### src/rtl/implication_queue.sv
// Implication queue: live assignment table plus BCP propagation FIFO.
// Optional per-class counters enabled by IMPLICATION_QUEUE_STATS_EN.
module implication_queue #(
    parameter int NUM_VARIABLE   = 128,
    parameter int VARIABLE_INDEX = $clog2(NUM_VARIABLE),
    parameter int QUEUE_DEPTH    = 16
) (
    input  logic                          clk,
    input  logic                          rst_n,
    input  logic                          clr,
    input  logic                          imp_valid,
    output logic                          imp_ready,
    input  logic [VARIABLE_INDEX-1:0]     imp_variable,
    input  logic                          imp_value,
    input  logic                          dec_valid,
    input  logic [VARIABLE_INDEX-1:0]     dec_variable,
    input  logic                          dec_value,
    input  logic                          unassign_valid,
    input  logic [VARIABLE_INDEX-1:0]     unassign_variable,
    output logic                          prop_valid,
    input  logic                          prop_ready,
    output logic [VARIABLE_INDEX-1:0]     prop_variable,
    output logic                          prop_value,
    input  logic [VARIABLE_INDEX-1:0]     rd_variable,
    output logic                          rd_unassign,
    output logic                          rd_value,
    output logic                          conflict,
    output logic [VARIABLE_INDEX-1:0]     conflict_variable,
    output logic [$clog2(QUEUE_DEPTH):0]  queue_count
`ifdef IMPLICATION_QUEUE_STATS_EN
    ,
    output logic [15:0]                   stat_new,
    output logic [15:0]                   stat_dup,
    output logic [15:0]                   stat_conflict
`endif
);

    localparam int PW = $clog2(QUEUE_DEPTH);
    localparam int CW = PW + 1;
    localparam int EW = VARIABLE_INDEX + 1;

    logic [NUM_VARIABLE-1:0]   assigned_q;
    logic [NUM_VARIABLE-1:0]   value_q;
    logic [EW-1:0]             fifo_q [QUEUE_DEPTH];
    logic [PW-1:0]             wr_ptr_q;
    logic [PW-1:0]             rd_ptr_q;
    logic [CW-1:0]             count_q;
    logic                      conflict_q;
    logic [VARIABLE_INDEX-1:0] conflict_var_q;

    logic                      full;
    logic                      unassign_take;
    logic                      dec_take;
    logic                      imp_take;
    logic                      req;
    logic [VARIABLE_INDEX-1:0] req_var;
    logic                      req_value;
    logic                      tgt_assigned;
    logic                      tgt_value;
    logic                      is_new;
    logic                      is_dup;
    logic                      is_conf;
    logic                      pop;

    assign full          = (count_q == CW'(QUEUE_DEPTH));
    assign unassign_take = unassign_valid & (count_q == '0);
    assign dec_take      = dec_valid & ~full & ~conflict_q;
    assign imp_ready     = ~full & ~conflict_q & ~dec_valid
                         & ~unassign_valid & ~clr;
    assign imp_take      = imp_valid & imp_ready;

    // Single table write port: unassign beats decision beats implication.
    always_comb begin
        req       = 1'b0;
        req_var   = imp_variable;
        req_value = imp_value;
        if (!clr && !unassign_take && dec_take) begin
            req       = 1'b1;
            req_var   = dec_variable;
            req_value = dec_value;
        end else if (imp_take) begin
            req = 1'b1;
        end
    end

    assign tgt_assigned = assigned_q[req_var];
    assign tgt_value    = value_q[req_var];
    assign is_new       = req & ~tgt_assigned;
    assign is_dup       = req & tgt_assigned & (tgt_value == req_value);
    assign is_conf      = req & tgt_assigned & (tgt_value != req_value);

    assign prop_valid    = (count_q != '0) & ~conflict_q;
    assign pop           = prop_valid & prop_ready;
    assign prop_variable = fifo_q[rd_ptr_q][EW-1:1];
    assign prop_value    = fifo_q[rd_ptr_q][0];

    assign rd_unassign       = ~assigned_q[rd_variable];
    assign rd_value          = value_q[rd_variable];
    assign conflict          = conflict_q;
    assign conflict_variable = conflict_var_q;
    assign queue_count       = count_q;

    always_ff @(posedge clk or negedge rst_n) begin
        if (!rst_n) begin
            assigned_q     <= '0;
            value_q        <= '0;
            wr_ptr_q       <= '0;
            rd_ptr_q       <= '0;
            count_q        <= '0;
            conflict_q     <= 1'b0;
            conflict_var_q <= '0;
            for (int i = 0; i < QUEUE_DEPTH; i++) fifo_q[i] <= '0;
        end else if (clr) begin
            assigned_q     <= '0;
            value_q        <= '0;
            wr_ptr_q       <= '0;
            rd_ptr_q       <= '0;
            count_q        <= '0;
            conflict_q     <= 1'b0;
            conflict_var_q <= '0;
        end else begin
            if (unassign_take) begin
                assigned_q[unassign_variable] <= 1'b0;
                value_q[unassign_variable]    <= 1'b0;
            end else if (is_new) begin
                assigned_q[req_var] <= 1'b1;
                value_q[req_var]    <= req_value;
            end
            // A conflict discards pending propagation work.
            if (is_conf) begin
                conflict_q <= 1'b1;
                if (!conflict_q) conflict_var_q <= req_var;
                count_q  <= '0;
                rd_ptr_q <= wr_ptr_q;
            end else begin
                if (is_new) begin
                    fifo_q[wr_ptr_q] <= {req_var, req_value};
                    wr_ptr_q         <= wr_ptr_q + 1'b1;
                end
                if (pop) rd_ptr_q <= rd_ptr_q + 1'b1;
                count_q <= count_q + CW'(is_new) - CW'(pop);
            end
        end
    end

`ifdef IMPLICATION_QUEUE_STATS_EN
    logic imp_sel;
    assign imp_sel = imp_take;

    always_ff @(posedge clk or negedge rst_n) begin
        if (!rst_n) begin
            stat_new      <= '0;
            stat_dup      <= '0;
            stat_conflict <= '0;
        end else if (clr) begin
            stat_new      <= '0;
            stat_dup      <= '0;
            stat_conflict <= '0;
        end else if (imp_sel) begin
            if (is_new && stat_new != 16'hFFFF) stat_new <= stat_new + 16'd1;
            if (is_dup && stat_dup != 16'hFFFF) stat_dup <= stat_dup + 16'd1;
            if (is_conf && stat_conflict != 16'hFFFF)
                stat_conflict <= stat_conflict + 16'd1;
        end
    end
`endif

endmodule

### config.mk
export PLATFORM = sky130hd
export DESIGN_NAME = implication_queue
export DESIGN_NICKNAME = d
export VERILOG_FILES = /design/src/rtl/implication_queue.sv
export SDC_FILE = /design/constraint.sdc
export NUM_CORES = 1
export LEC_CHECK = 0
export ABC_AREA = 1
export ABC_CLOCK_PERIOD_IN_PS = 10200
export CORE_ASPECT_RATIO = 0.75
export CORE_MARGIN = 3
export CORE_UTILIZATION = 54
export CTS_CLUSTER_SIZE = 30
export DETAILED_ROUTE_END_ITERATION = 16
export PLACE_DENSITY = 0.71
export REMOVE_ABC_BUFFERS = 1
export SYNTH_ARGS = -nofsm -noshare
export SYNTH_HDL_FRONTEND = slang
export SYNTH_SLANG_ARGS = --single-unit
### constraint.sdc
create_clock -name clk -period 10.2 [get_ports clk]
set_input_delay 1.02 -clock clk [delete_from_list [all_inputs] [get_ports clk]]
set_output_delay 1.02 -clock clk [all_outputs]
set_load 0.05 [all_outputs]
==> results.cfg <==
[grt]
antenna_found_initial = 1
grt.total_usage_pct = 37.9
grt_pass1_wl_mm = 156
grt_start_max_net_pins = 193
overflow = 0
grt_pass1_vias = 26100

[placed_design]
dp_hpwl_mm = 58.6
place_worst_setup_slack_ns = 3.30
gp_congestion = 0.929
placed_cells_incl_taps = 4454
port_buffers = 61

[setup_path]
required_ns = 10.66
worstSetupStartpointType = input pin
path_class = in2reg
worstPathMaxFanout = 78
rrSetupSlack_ns = 4.07
r2r-start = queue_count[3]$_DFF_PN0_
reg2reg_depth = 24
end_kind = register
crit_arrival_ns = 6.99
rr_endpoint = value_q[7]$_DFFE_PN0P_

[status]
outcome = complete, no violations

[sta]
post-route-period-util_pct = 64.0
period_minus_slack_ns = 6.53
grt_setup_unrepaired = false
slew_violations = 0
finalSetupViolations = 0
slew_headroom_pct = 4.55
worst_slew_pin_slew_ns = 1.43
setup_ws_ns = 3.67
clock_skew_ns = 0.0206
maxClockFrequency_ghz = 0.153
hold_viol_final = 0

[yosys]
ys.flop_type = dfrtp_1
synth.avg_cell_area_sq_um = 6.68
ys_types = 42
ys_ff_latch = 405
async_reset_ff_share_pct = 100
synth_area_sq_mm = 0.0266
yosysWarnings = 0
synth_cells = 3986
synth-edff-count = 0
ys_seq_area_share_pct = 38.0

[routing]
routedWlPerCell_microns = 22.1
via_per_inst = 6.38
drc_errors = 0
drtAntennaViolNets = 0
drt_wl_total_mm = 100
initialDrtViolationCount = 4829
drtPass1Iterations = 6
vias = 28900

[clocking]
cts_setup_buffers = 0
clock_path_buffers = 3
cts.sinks = 405
hold_buffers = 0
clk_latency_ns = 0.59
cts_tree = yes
clk_pin_slew_ns = 0.07
root_buffer = clkbuf_16
cts_buffers = 43
htree_num_levels = 2
ctsResizeCount = 0

[pwr]
powerDensity_mw_per_mm2 = 224
p_leak_nw = 12.0
vdd.ir_drop.worst_v = 0.000201

[floorplan]
fp.dieW_microns = 262
start_util_pct = 55.4
pin_count = 62
rows = 69
die_area_sq_mm = 0.0521
die_h_microns = 198
core_area_sq_mm = 0.0481

[layout]
final_nets = 3909
mostFrequentLayoutCells = nand2_1 (768), a21oi_1 (590), nand3_1 (453), nor2_1 (441), dfrtp_1 (404)
final_common_cell = nand2_1
finalNonFillerCells = 4529
area_growth_pct = 7.80
n_antenna_cell = 0
drive_above_1_share_pct = 4.86

[job]
drv_cap = 0

[hold_path]
hold_class = in2async
==> per-stage QoR <==
stage | utilization [%] | instance area (sq um) | hold slack, ns | power (W) | setup TNS [ns]
CTS | 59.7 | 28700 | 0.482 | 0.00633 | 0
detailed placement | 56.8 | 27300 | 0.467 | 0.00472 | 0
finish | 59.7 | 28700 | 0.454 | 0.00642 | 0
global route | 59.7 | 28700 | 0.508 | 0.00676 | 0
floorplan | - | 25400 | 0.448 | 0.00378 | -843.26
global placement | 56.8 | 27300 | 0.461 | 0.00470 | 0
==> registers in the layout, indices dropped and copies added, names as in the netlist <==
name / cells
value_q: 128
wr_ptr_q: 4
rd_ptr_q: 4
conflict_variable: 7
assigned_q: 128
queue_count: 5
conflict: 1
fifo_q: 128
==> synth_stat cells, types with 5 or more instances <==
cell | instances | area [sq um]
a21oi_1 | 590 | 2950
a221oi_1 | 21 | 184
a31oi_1 | 10 | 62.6
buf_1 | 24 | 90.1
buf_2 | 56 | 280
buf_4 | 22 | 165
buf_6 | 6 | 67.6
clkbuf_1 | 177 | 664
clkinv_1 | 5 | 18.8
dfrtp_1 | 405 | 10100
ha_1 | 11 | 138
inv_1 | 296 | 1110
inv_2 | 11 | 41.3
nand2_1 | 770 | 2890
nand2_2 | 8 | 50.1
nand3_1 | 453 | 2270
nand3_2 | 5 | 50.1
nand3_4 | 5 | 87.6
nand4_1 | 12 | 75.1
nor2_1 | 442 | 1660
nor2_2 | 5 | 31.3
nor3_1 | 73 | 365
o211ai_1 | 38 | 285
o21ai_0 | 395 | 1980
o21ai_1 | 80 | 400
o221ai_1 | 29 | 254
o22ai_1 | 10 | 62.6
==> power breakdown <==
part,total (W),switching (W),internal (W)
combinational,0.00271,0.00200,0.000707
clock,0.00162,0.000697,0.000924
sequential,0.00209,0.000197,0.00190
==> final cells by class <==
| class | count | area (sq um) |
|---|---|---|
| repair buffers | 115 | 1040 |
| flip-flops and latches | 405 | 10100 |
| inverters | 312 | 1180 |
| multi-input cells | 2983 | 14200 |
| clock buffers | 63 | 1290 |
| fillers | 4627 | 19400 |
| clock inverters | 12 | 116 |
| well taps | 639 | 800 |
==> kinds of logic after synthesis <==
logic type | share of synthesized area [%]
DFF | 38.0
AOI/OAI and AO/OA | 23.4
buffers and inverters | 9.21
and+or+nand+nor | 28.6
xor gates and xnor gates | 0.164
adders and majority gates | 0.592
==> worst max path at each step <==
| stage | from | endpoint | slack, ns | cells past startpoint |
|---|---|---|---|---|
| global route | clr | value_q[14]$_DFFE_PN0P_ | 3.31 | 22 |
| CTS | clr | value_q[126]$_DFFE_PN0P_ | 3.92 | 22 |
| floorplan | unassign_valid | value_q[0]$_DFFE_PN0P_ | -3.54 | 19 |
| global placement | clr | value_q[7]$_DFFE_PN0P_ | 3.42 | 22 |
| finish | clr | value_q[7]$_DFFE_PN0P_ | 3.67 | 22 |
| detailed placement | clr | value_q[126]$_DFFE_PN0P_ | 3.30 | 22 |
==> metal layers <==
layer	vias to the layer above	GRT usage (%)	share of wire, %
li1	13200	-	-
met1	13300	54.9	41
met2	2055	51.8	39
met3	340	12.8	15
met4	0	14.6	4.4
met5	-	0	0
==> critical path: stages <==
cell,delay (ns)
buf_6,0.50
clkinv_2,0.55
nand2_8,0.45
o21ai_1,0.17
nand2_4,0.66
buf_4,0.58
nand2_1,0.10
nand3_1,0.10
o21ai_1,0.07
nor2_1,0.16
nor2_1,0.07
nor2_1,0.11
nand2_1,0.06
nand2_1,0.07
nand2_1,0.11
nor2_4,0.17
nand2_4,0.13
nand2_4,0.66
buf_4,0.59
o21ai_0,0.24
nor2_1,0.16
a21oi_1,0.06
No activity file was read; power rests on OpenSTA's default activity.
